`src/rtl/ecdsa_verify_sequencer_pkg.sv`:
```
// Shared types for the ECDSA verify subsystem: result codes and the
// verify sequencer state encoding.
package elliptic_curve_structs;

  typedef enum logic [1:0] {
    ERR_NONE           = 2'd0,
    ERR_HASH_TIMEOUT   = 2'd1,
    ERR_VERIFY_TIMEOUT = 2'd2,
    ERR_ABORTED        = 2'd3   // also reports a dropped (overrun) request
  } verify_err_t;

  typedef enum logic [2:0] {
    ST_IDLE,
    ST_HASH_START,
    ST_WAIT_HASH,
    ST_VERIFY_START,
    ST_WAIT_VERIFY,
    ST_REPORT
  } verify_seq_state_t;

endpackage

```
`src/rtl/ecdsa_verify_sequencer_phase_watchdog.sv`:
```
// Saturating phase watchdog shared by the hash and verify wait phases;
// expired flags the last allowed cycle (count == limit-1) while enabled.
module phase_watchdog #(
  parameter int TIMEOUT_W = 16
) (
  input  logic                 clk,
  input  logic                 reset,
  input  logic                 clear,
  input  logic                 enable,
  input  logic [TIMEOUT_W-1:0] limit,
  output logic                 expired
);

  logic [TIMEOUT_W-1:0] count;

  // NOTE: sequential state uses non-blocking assignments so every flop
  // samples the pre-edge value, independent of block ordering.
  always_ff @(posedge clk) begin
    if (reset || clear) begin
      count <= '0;
    end else if (enable && (count != '1)) begin
      count <= count + TIMEOUT_W'(1);
    end
  end

  assign expired = enable && (count == (limit - TIMEOUT_W'(1)));

endmodule

```
`src/rtl/ecdsa_verify_sequencer.sv`:
```
// ECDSA verify sequencer: runs the hash core then the verify datapath, with
// phase timeouts, bounded hash retry, abort, a one-deep request latch and a held report.
module ecdsa_verify_sequencer
  import elliptic_curve_structs::*;
#(
  parameter int TIMEOUT_W      = 16,
  parameter int HASH_TIMEOUT   = 1024,
  parameter int VERIFY_TIMEOUT = 60000,
  parameter int MAX_RETRY      = 2,
  parameter int QUEUE_EN       = 1,
  localparam int RETRY_W       = (MAX_RETRY > 0) ? $clog2(MAX_RETRY + 1) : 1
) (
  input  logic               clk,
  input  logic               reset,
  input  logic               init_verify,
  input  logic               abort,
  input  logic               done_hash,
  input  logic               done_verify,
  input  logic               sig_ok,
  output logic               start_hash,
  output logic               load_hash,
  output logic               start_verify,
  output logic               busy,
  output logic               result_valid,
  output logic               result_ok,
  output logic [1:0]         err_code,
  output logic [RETRY_W-1:0] retry_cnt,
  output logic               pending
);

  localparam logic [TIMEOUT_W-1:0] HASH_LIMIT   = TIMEOUT_W'(HASH_TIMEOUT);
  localparam logic [TIMEOUT_W-1:0] VERIFY_LIMIT = TIMEOUT_W'(VERIFY_TIMEOUT);
  localparam logic [RETRY_W-1:0]   RETRY_MAX    = RETRY_W'(MAX_RETRY);

  verify_seq_state_t    state, state_next;
  verify_err_t          err_q, report_err;
  logic                 report_load, report_ok;
  logic                 retry_inc, retry_clear, op_start;
  logic                 pending_set, pending_clr, drop, overrun;
  logic                 wd_clear, wd_enable, wd_expired;
  logic [TIMEOUT_W-1:0] wd_limit;

  assign busy     = (state != ST_IDLE);
  assign err_code = err_q;
  assign wd_limit = (state == ST_WAIT_VERIFY) ? VERIFY_LIMIT : HASH_LIMIT;

  // A busy request is latched once; with the latch full (or disabled) it is dropped.
  always_comb begin
    pending_set = 1'b0;
    drop        = 1'b0;
    if (init_verify && busy) begin
      if ((QUEUE_EN != 0) && !pending) pending_set = 1'b1;
      else                             drop        = 1'b1;
    end
  end

  phase_watchdog #(.TIMEOUT_W(TIMEOUT_W)) u_watchdog (
    .clk     (clk),
    .reset   (reset),
    .clear   (wd_clear),
    .enable  (wd_enable),
    .limit   (wd_limit),
    .expired (wd_expired)
  );

  always_ff @(posedge clk) begin
    if (reset) state <= ST_IDLE;
    else       state <= state_next;
  end

  // NOTE: every output of this block gets a default first, so no path can
  // leave a signal unassigned and infer a latch.
  always_comb begin
    state_next   = state;
    start_hash   = 1'b0;
    load_hash    = 1'b0;
    start_verify = 1'b0;
    result_valid = 1'b0;
    wd_clear     = 1'b0;
    wd_enable    = 1'b0;
    retry_inc    = 1'b0;
    retry_clear  = 1'b0;
    op_start     = 1'b0;
    pending_clr  = 1'b0;
    report_load  = 1'b0;
    report_err   = ERR_NONE;
    report_ok    = 1'b0;

    unique case (state)
      ST_IDLE: begin
        retry_clear = 1'b1;
        if (init_verify || pending) begin
          state_next  = ST_HASH_START;
          op_start    = 1'b1;
          // A fresh request arriving alongside the queued one takes its slot.
          pending_clr = pending && !init_verify;
        end
      end
      ST_HASH_START: begin
        start_hash = 1'b1;
        wd_clear   = 1'b1;
        if (abort) begin
          state_next  = ST_REPORT;
          report_load = 1'b1;
          report_err  = ERR_ABORTED;
        end else begin
          state_next = ST_WAIT_HASH;
        end
      end
      ST_WAIT_HASH: begin
        wd_enable = 1'b1;
        if (abort) begin
          state_next  = ST_REPORT;
          report_load = 1'b1;
          report_err  = ERR_ABORTED;
        end else if (done_hash) begin
          load_hash  = 1'b1;
          state_next = ST_VERIFY_START;
        end else if (wd_expired) begin
          if (retry_cnt < RETRY_MAX) begin
            retry_inc  = 1'b1;
            state_next = ST_HASH_START;
          end else begin
            state_next  = ST_REPORT;
            report_load = 1'b1;
            report_err  = ERR_HASH_TIMEOUT;
          end
        end
      end
      ST_VERIFY_START: begin
        start_verify = 1'b1;
        wd_clear     = 1'b1;
        if (abort) begin
          state_next  = ST_REPORT;
          report_load = 1'b1;
          report_err  = ERR_ABORTED;
        end else begin
          state_next = ST_WAIT_VERIFY;
        end
      end
      ST_WAIT_VERIFY: begin
        wd_enable = 1'b1;
        if (abort) begin
          state_next  = ST_REPORT;
          report_load = 1'b1;
          report_err  = ERR_ABORTED;
        end else if (done_verify) begin
          state_next  = ST_REPORT;
          report_load = 1'b1;
          report_ok   = sig_ok;
        end else if (wd_expired) begin
          state_next  = ST_REPORT;
          report_load = 1'b1;
          report_err  = ERR_VERIFY_TIMEOUT;
        end
      end
      ST_REPORT: begin
        result_valid = 1'b1;
        state_next   = ST_IDLE;
      end
      default: state_next = ST_IDLE;
    endcase
  end

  always_ff @(posedge clk) begin
    if (reset) begin
      pending   <= 1'b0;
      overrun   <= 1'b0;
      retry_cnt <= '0;
      err_q     <= ERR_NONE;
      result_ok <= 1'b0;
    end else begin
      if (pending_set)      pending <= 1'b1;
      else if (pending_clr) pending <= 1'b0;

      if (retry_clear)    retry_cnt <= '0;
      else if (retry_inc) retry_cnt <= retry_cnt + RETRY_W'(1);

      if (op_start)  overrun <= 1'b0;
      else if (drop) overrun <= 1'b1;

      // A dropped request during the operation turns its report into an error.
      if (report_load) begin
        err_q     <= (overrun || drop) ? ERR_ABORTED : report_err;
        result_ok <= report_ok && !(overrun || drop);
      end else if (drop) begin
        err_q <= ERR_ABORTED;
      end
    end
  end

endmodule

```
`config.mk`:
```
export PLATFORM = sky130hd
export DESIGN_NAME = ecdsa_verify_sequencer
export DESIGN_NICKNAME = d
export VERILOG_FILES = /design/src/rtl/ecdsa_verify_sequencer_pkg.sv /design/src/rtl/ecdsa_verify_sequencer_phase_watchdog.sv /design/src/rtl/ecdsa_verify_sequencer.sv
export SDC_FILE = /design/constraint.sdc
export NUM_CORES = 1
export LEC_CHECK = 0
export ABC_AREA = 1
export CAP_MARGIN = 20
export CORE_MARGIN = 5
export CORE_UTILIZATION = 58
export DETAILED_ROUTE_END_ITERATION = 10
export PLACE_DENSITY = 0.82
export SYNTH_ARGS = -nofsm -noshare
export SYNTH_HDL_FRONTEND = slang
export SYNTH_HIERARCHICAL = 1
export SYNTH_SLANG_ARGS = --single-unit
export TNS_END_PERCENT = 20
```
`constraint.sdc`:
```
create_clock -name clk -period 3.2 [get_ports clk]
set_clock_uncertainty 0.05 [all_clocks]
set_input_delay 0.64 -clock clk [delete_from_list [all_inputs] [get_ports clk]]
set_output_delay 0.64 -clock clk [all_outputs]
set_load 0.005 [all_outputs]
```
After elaboration in Yosys (flattened, before gate mapping)
Cells that the tools add are included.

Flip-flop bits (word level): 26. Output and inout port bits: 11. Word-level logic and storage cells: 100. Input bits: 7.

Muxes and demuxes: 60. Reduce and logical (&&, ||, !) cells: 19. $add $sub $neg: 3. Equality and inequality tests: 10. $lt $le $gt $ge: 1.

Operator list (count): $mux 1 (39); $mux 3 (9); $add 16x1->16 const B (1); $eq 16x16->1 (1); $mux 16 (1); $mux 2 (8); $ne 16x16->1 const B (1); $sub 16x1->16 const B (1); $pmux 3 s5 (1); $ne 4x3->1 const B (2); $reduce_or 2->1 (4); $eq 3x2->1 const B (2); $eq 3x3->1 const B (2); $pmux 2 s3 (1); $logic_and 1x1->1 (5); $reduce_bool 2->1 (2); $eq 3x1->1 const B (1); $logic_not 3->1 (1); $logic_or 1x1->1 (3); $pmux 1 s3 (1); $reduce_and 3->1 (1); $reduce_bool 3->1 (1); $add 2x1->2 const B (1); $logic_not 1->1 (2); 2 further kinds (2).

Depth between registers and ports, before layout
Gate-level depths: netlist (run 1).

Word-level depth: 11. Gate-level depth with buffers: 23. Gate-level depth less buffers: 23.

Modules after synthesis
The synthesis (run 1) kept the hierarchy.

Modules (own cells, without submodules): phase_watchdog (instances 1, sequential area each 320.3 um2, cells each 259, area an instance 1515.2 um2); ecdsa_verify_sequencer (instances 1, sequential area each 200.2 um2, cells each 111, area an instance 675.6 um2).

Worst setup path before layout (run 1)
No wires, ideal clock.

Path type: reg-to-reg. From: reg state[1]. To: reg retry_cnt[0]. Period minus slack after synthesis: 2.456 ns. Data required time: 3.025 ns. Cell stages (with the launch flop): 15. Path buffers: 0. Arrival time: 2.281 ns. Library setup time: 0.125 ns. Slack: 0.744 ns. Cell sequence: dfxtp_1 -> nor2_4 -> nand2_4 -> inv_2 -> nor2_1 -> nand2_1 -> nor2_2 -> xnor3_1 -> nor2_1 -> nand2_1 -> nor2_1 -> inv_1 -> or2_2 -> nor3_1 -> nor3b_1.

Cells in the longest elaborated chain, start to end: 9. Elaborated cells on any way between the ends: 15. Classes of those cells: 1 x add/sub; 3 x eq/ne; 7 x mux; 4 x reduce/logical.

Ends and longest elaborated chain: from (decl) (line ecdsa_verify_sequencer.sv:35) `verify_seq_state_t state, state_next;`; from (signal assigned) (line ecdsa_verify_sequencer.sv:68) `else state <= state_next;`; $eq 3x3->1 (line ecdsa_verify_sequencer.sv:45) `assign wd_limit = (state == ST_WAIT_VERIFY) ? VERIFY_LIMIT : HASH_LIMIT;`; $mux 16 (line ecdsa_verify_sequencer.sv:45); named net wd_limit[10] (line ecdsa_verify_sequencer.sv:41) `logic [TIMEOUT_W-1:0] wd_limit;`; $sub 16x1->16 (line ecdsa_verify_sequencer_phase_watchdog.sv:26) `assign expired = enable && (count == (limit - TIMEOUT_W'(1)));`; $eq 16x16->1 (line ecdsa_verify_sequencer_phase_watchdog.sv:26); $logic_and 1x1->1 (line ecdsa_verify_sequencer_phase_watchdog.sv:26); named net wd_expired (line ecdsa_verify_sequencer.sv:40) `logic wd_clear, wd_enable, wd_expired;`; $mux 1 (line ecdsa_verify_sequencer.sv:119) `end else if (wd_expired) begin`; $mux 1 (line ecdsa_verify_sequencer.sv:116) `end else if (done_hash) begin`; $mux 1 (line ecdsa_verify_sequencer.sv:112) `if (abort) begin`; $mux 1 (line ecdsa_verify_sequencer.sv:89) `unique case (state)`; to (signal assigned) (line ecdsa_verify_sequencer.sv:177) `else if (retry_inc) retry_cnt <= retry_cnt + RETRY_W'(1);`; to (decl) (line ecdsa_verify_sequencer.sv:27) `output logic [RETRY_W-1:0] retry_cnt,`.

The timed path passes the listed nets, and every way through them passes these cells. A chain may end at the register's enable or synchronous reset.

Worst setup path in the final report (run 1)
Ends and elaborated chain as after synthesis.

==> results of run 1 <==
==> critical path: stages, from the launching register on <==
cell     delay [ns]
dfxtp_1        0.45
nor2_4         0.09
nand2_4        0.12
inv_2          0.19
nor2_1         0.24
nand2_1        0.11
nor2_2         0.21
nand4_1        0.13
xor2_1         0.16
inv_1          0.05
nand2_1        0.04
nor2_1         0.16
inv_1          0.10
or2_2          0.31
nor3_1         0.23
nor3b_1        0.08
==> final timing paths <==
check        cells after the start  slack, ns         start           end
min                              2       0.47  retry_cnt[0]  retry_cnt[0]
max                             15       0.35      state[1]  retry_cnt[0]
min reg2reg                      2       0.47  retry_cnt[0]  retry_cnt[0]
max reg2reg                     15       0.35      state[1]  retry_cnt[0]
==> area by class of cell <==
type | count | area (µm²) | share of cell area, %
timing repair buffer | 18 | 178 | 7.06
inverter | 59 | 224 | 8.90
tap | 48 | 60.1 | 2.39
sequential | 26 | 520 | 20.7
clock buffer | 3 | 41.3 | 1.64
multi-input combinational | 303 | 1490 | 59.3
==> power groups by stage <==
stage | registers (mW) | logic (mW) | clock network [mW]
after global routing | 0.411 | 0.690 | 0.207
after CTS | 0.404 | 0.609 | 0.193
final | 0.405 | 0.615 | 0.183
after detailed placement | 0.412 | 0.604 | 0
after global placement | 0.408 | 0.600 | 0
after floorplan | 0.405 | 0.452 | 0
==> cells in the mapped netlist <==
cell,count,area share (%)
nor2_4,2,1.0
nand2_1,102,17
inv_2,7,1.2
o21ai_1,1,0.23
nand3_2,5,2.3
nand4_1,9,2.6
dfxtp_1,26,24
o21ai_0,11,2.5
o2111ai_1,1,0.40
xnor3_1,1,1.0
nand3_1,21,4.8
nand2_4,3,1.5
xnor2_1,11,4.4
ha_1,2,1.1
nand3b_1,5,1.7
a21oi_1,13,3.0
nor2_2,3,0.86
a22oi_1,1,0.34
a21boi_1,1,0.34
inv_1,51,8.7
xor2_1,6,2.4
inv_4,1,0.29
a211oi_1,1,0.34
nor2_1,61,10
conb_1,1,0.17
buf_6,2,1.0
buf_2,2,0.46
buf_4,1,0.34
or2_2,2,0.57
nor3b_1,1,0.34
a21boi_0,1,0.34
and3_1,1,0.29
nor3_1,7,1.6
nand2_2,6,1.7
o21a_1,1,0.34
==> flip-flops by register name, indices dropped and copies added (netlist names) <==
name	count
result_ok	1
err_code	2
u_watchdog/count	16
retry_cnt	2
overrun	1
state	3
pending	1
==> logic make-up after synthesis <==
kind of cell             count (synthesis)  synth area share (%)
AND/OR/NAND/NOR                        228                  47.2
flip-flops                              26                  23.8
adder cells (fa/ha/maj)                  2                  1.14
AO/OA/AOI/OAI                           31                  7.82
buffers and inverters                   64                  12.1
XOR/XNOR                                18                  7.82
other                                    1                 0.171
==> stage by stage <==
stage                     setup slack, ns  area [µm²]
after floorplan                     0.744        2280
after global placement              0.529        2470
after detailed placement            0.406        2470
after CTS                           0.387        2520
after global routing               0.0284        2520
final                               0.348        2520
==> layer usage <==
metal  vias to the layer above  global-route usage [%]
met5                         -                       0
met4                         0                    5.43
li1                       1205                       -
met1                       995                    30.6
met3                         6                    2.95
met2                        57                    31.2
==> out/results.txt, run 1 <==
unrepaired setup endpoints after global routing - no
largest net degree at the start of global routing - 23
fin nets - 420
Psw - 0.515 mW
commonest cells after routing, fill and taps aside - 102 x nand2_1, 61 x nor2_1, 51 x inv_1
clk slew on worst S/H paths - 0.08 ns
first-pass GRT wire length - 8670 µm
postcts setup bufs - 0
worst hold path class - flop to flop
top routing layer in use - met4
post-cts sizing count - 0
Reg power frac - 33.6%
area of the core - 3660 µm²
Max Cap Viol - 0
DR WL/cell - 11.1 µm
DR vias - 2263
Finished Layout Cells - 457
combinational power share - 51.1%
hold_ws - 0.471 ns
FP Rows - 22
mapped cell area - 2190 µm²
Met2 Routed Length - 2220 µm
most common cell after layout, fill and taps aside - nand2_1
clk root buf - clkbuf_8
critical path capture point type - flop
clk buf depth - 2
routed length on met1 - 2560 µm
Internal - 0.688 mW
vias in the first global route - 1940
gpl congestion - 0.978
cell count after placement - 454
Syn Inst Count - 370
Total Routed Length - 5090 µm
Yosys cell types - 35
Max H-tree Level - 1
Final min period - 2.85 ns
Clk network pwr share - 15.2%
Yosys warning total - 6
kind of critical path - flop to flop
Critical Path Fanout Max - 22
syn_area_per_cell - 5.92 µm²
vias per cell - 4.95
FMAX - 351 MHz
TritonRoute pass-1 iters - 5
Slew Viols, Final - 0
Post-CTS Hold Buffers - 0
critical path data arrival time - 2.96 ns
Top Ports - 18
GRT Resource Usage Total - 20.7%
DRT antenna net count - 0
sequential cell area fraction in the yosys report - 23.8%
Die X - 71.5 µm
die area - 5110 µm²
n_diodes - 0
switching share of power - 42.8%
TritonCTS clock tree - done
Layout area overhead - 14.8%
final core occ - 68.7%
outcome - complete, no violations
flip-flop and latch count after synthesis - 26
DR WL met3 - 261 µm
GRT Residual Overflow - 0
Die Ht - 71.5 µm
final hold vios - 0
Leak - 1.14 nW
# setup viols final - 0
Final Cycle Share - 89.1%
CP Launch Type - flop
Worst Path Required - 3.31 ns
pwr/cell area - 478 nW/µm²
FILL cells - 348
cts bufs inserted - 3
worst vdd ir - 0.291 mV
port buffer count - 17
initial DRC count - 115
initial antenna violation count - 0
setup_tns - 0 ns
Final Power - 1.20 mW
number of clock sinks - 26
Clk Latency, worst-skew pair - 0.27 ns
drc violations - 0
layout cell share with drive strength beyond 1 - 8.07%
HPWL Detailed - 4080 µm
Initial Util - 59.8%
Note: power is estimated with default switching activity, not from simulation.
==> run 2, diff against run 1 <==
--- a/config.mk
+++ b/config.mk
@@ -7,10 +7,12 @@
 export LEC_CHECK = 0
 export ABC_AREA = 1
 export CAP_MARGIN = 20
+export CELL_PAD_IN_SITES_DETAIL_PLACEMENT = 1
+export CELL_PAD_IN_SITES_GLOBAL_PLACEMENT = 1
 export CORE_MARGIN = 5
-export CORE_UTILIZATION = 58
+export CORE_UTILIZATION = 40
 export DETAILED_ROUTE_END_ITERATION = 10
-export PLACE_DENSITY = 0.82
+export PLACE_DENSITY = 0.81
 export SYNTH_ARGS = -nofsm -noshare
 export SYNTH_HDL_FRONTEND = slang
 export SYNTH_HIERARCHICAL = 1
==> run 2 against run 1 <==
Net effect:
- die area grew 38%
- setup slack gained 0.0053 ns
- flip-flop and latch count stayed put
- power increased by 5.9%
- global-route usage down 1.7 points
- routed wire length increased by 21%
- fmax rose by 0.19%
- sequential share of layout area is 0.49 points lower
- final cell count up 5.9%
==> out/results.txt, run 2 (synthesis results as in run 1) <==
vias per cell - 4.77
area of the core - 5410 µm²
unrepaired setup endpoints after global routing - no
commonest cells after routing, fill and taps aside - 102 x nand2_1, 60 x nor2_1, 51 x inv_1
n_diodes - 0
Layout area overhead - 17.9%
clk root buf - clkbuf_8
Leak - 1.16 nW
worst vdd ir - 0.290 mV
Finished Layout Cells - 484
GRT Resource Usage Total - 18.9%
critical path data arrival time - 2.97 ns
Max Cap Viol - 0
Final Cycle Share - 88.9%
vias in the first global route - 2372
kind of critical path - flop to flop
number of clock sinks - 26
Clk Latency, worst-skew pair - 0.28 ns
Largest register FFs - 16
FP Rows - 27
pwr/cell area - 493 nW/µm²
Die Ht - 84.0 µm
FF/Latch Area - 522 µm²
Post-CTS Hold Buffers - 0
port buffer count - 17
setup_tns - 0 ns
Multi-input gate area - 1500 µm²
cts bufs inserted - 3
FILL cells - 782
most common cell after layout, fill and taps aside - nand2_1
# setup viols final - 0
R2R Path End - retry_cnt[0]
final hold vios - 0
initial antenna violation count - 0
worst hold path class - flop to flop
DR vias - 2310
layout cell share with drive strength beyond 1 - 9.22%
Initial Util - 40.5%
FF-to-FF Start - state[0]
drc violations - 0
TritonRoute pass-1 iters - 5
cell count after placement - 480
fin nets - 422
Total Routed Length - 6160 µm
Top Registers - u_watchdog/count (16), state (3)
Worst Path Required - 3.32 ns
Worst Reg-to-Reg Cells - 14
die area - 7060 µm²
initial DRC count - 89
DRT antenna net count - 0
Slew Viols, Final - 0
Worst Hold Depth - 2
Final Power - 1.27 mW
Final min period - 2.85 ns
Critical Path Fanout Max - 22
Hold Path Sink - retry_cnt[0]
Top Ports - 18
FMAX - 351 MHz
clk slew on worst S/H paths - 0.10 ns
outcome - complete, no violations
HPWL Detailed - 5120 µm
min-delay src - retry_cnt[0]
gpl congestion - 0.873
largest net degree at the start of global routing - 23
TritonCTS clock tree - done
r2r setup slk - 0.35 ns
GRT Residual Overflow - 0
DR WL/cell - 12.7 µm
Top reg by flops - u_watchdog/count
first-pass GRT wire length - 11100 µm
clk buf depth - 2
CP Launch Type - flop
Max H-tree Level - 1
Die X - 84.0 µm
critical path capture point type - flop
## run 2: cell count changes in the layout (fill, tap and decap cells not counted)
cell      change
buf_4         +2
nor2_1        -1
nor2_4        +1
clkbuf_8      +1
dfxtp_2       +1
dfxtp_1       -1
## run 2: timing repair
action | in CTS | in global routing
setup buffers | 0 | 0
resized for setup | 0 | 3
endpoints found under the setup margin | 0 | 7
hold endpoints to repair | 0 | 0
## run 2: worst max-delay path: stages, from the launching register on
cell,delay (ns)
dfxtp_1,0.44
nor2_4,0.07
nand2_4,0.11
inv_2,0.19
nor2_1,0.24
nand2_1,0.12
nor2_4,0.18
xnor3_1,0.23
nor2_1,0.13
nand2_1,0.06
nor2_1,0.15
inv_1,0.12
or2_2,0.30
nor3_1,0.25
nor3b_1,0.09
## run 2: metrics by stage
step | setup WS, ns | area [µm²] | util, % | hold WS [ns]
finish | 0.354 | 2580 | 47.8 | 0.485
global placement | 0.446 | 2520 | 46.6 | 0.455
global route | 0.00694 | 2580 | 47.8 | 0.530
CTS | 0.316 | 2570 | 47.6 | 0.489
detailed placement | 0.330 | 2520 | 46.6 | 0.462
floorplan | 0.744 | 2280 | - | 0.428
## run 2: worst max-delay path by stage
stage / startpoint / to / slack (ns) / depth (start not counted)
after floorplan: state[1] / retry_cnt[0] / 0.74 / 14
after global placement: state[1] / retry_cnt[0] / 0.45 / 14
after detailed placement: state[1] / retry_cnt[0] / 0.33 / 14
after CTS: state[1] / retry_cnt[0] / 0.32 / 14
after global routing: state[0] / retry_cnt[0] / 0.007 / 16
final: state[0] / retry_cnt[0] / 0.35 / 14
## run 2: cell type report
| cell class | instances | area share (%) |
|---|---|---|
| Tap cell | 72 | 3.49 |
| Clock buffer | 4 | 2.13 |
| Sequential cell | 26 | 20.2 |
| Timing Repair Buffer | 20 | 7.46 |
| Inverter | 59 | 8.67 |
| Multi-Input combinational cell | 303 | 58.1 |
## run 2: layer usage
layer	wire length (µm)	global-route usage (%)	share of wire, %
met1	3150	26.8	51
met2	2860	31.2	46
met3	114	2.67	1.9
met4	40	2.63	0.65
met5	0	0	0
## run 2: report_power, final
group          switching [mW]  internal, mW  total (mW)
clock network           0.111         0.110       0.221
logic                   0.400         0.248       0.648
registers              0.0414         0.364       0.406
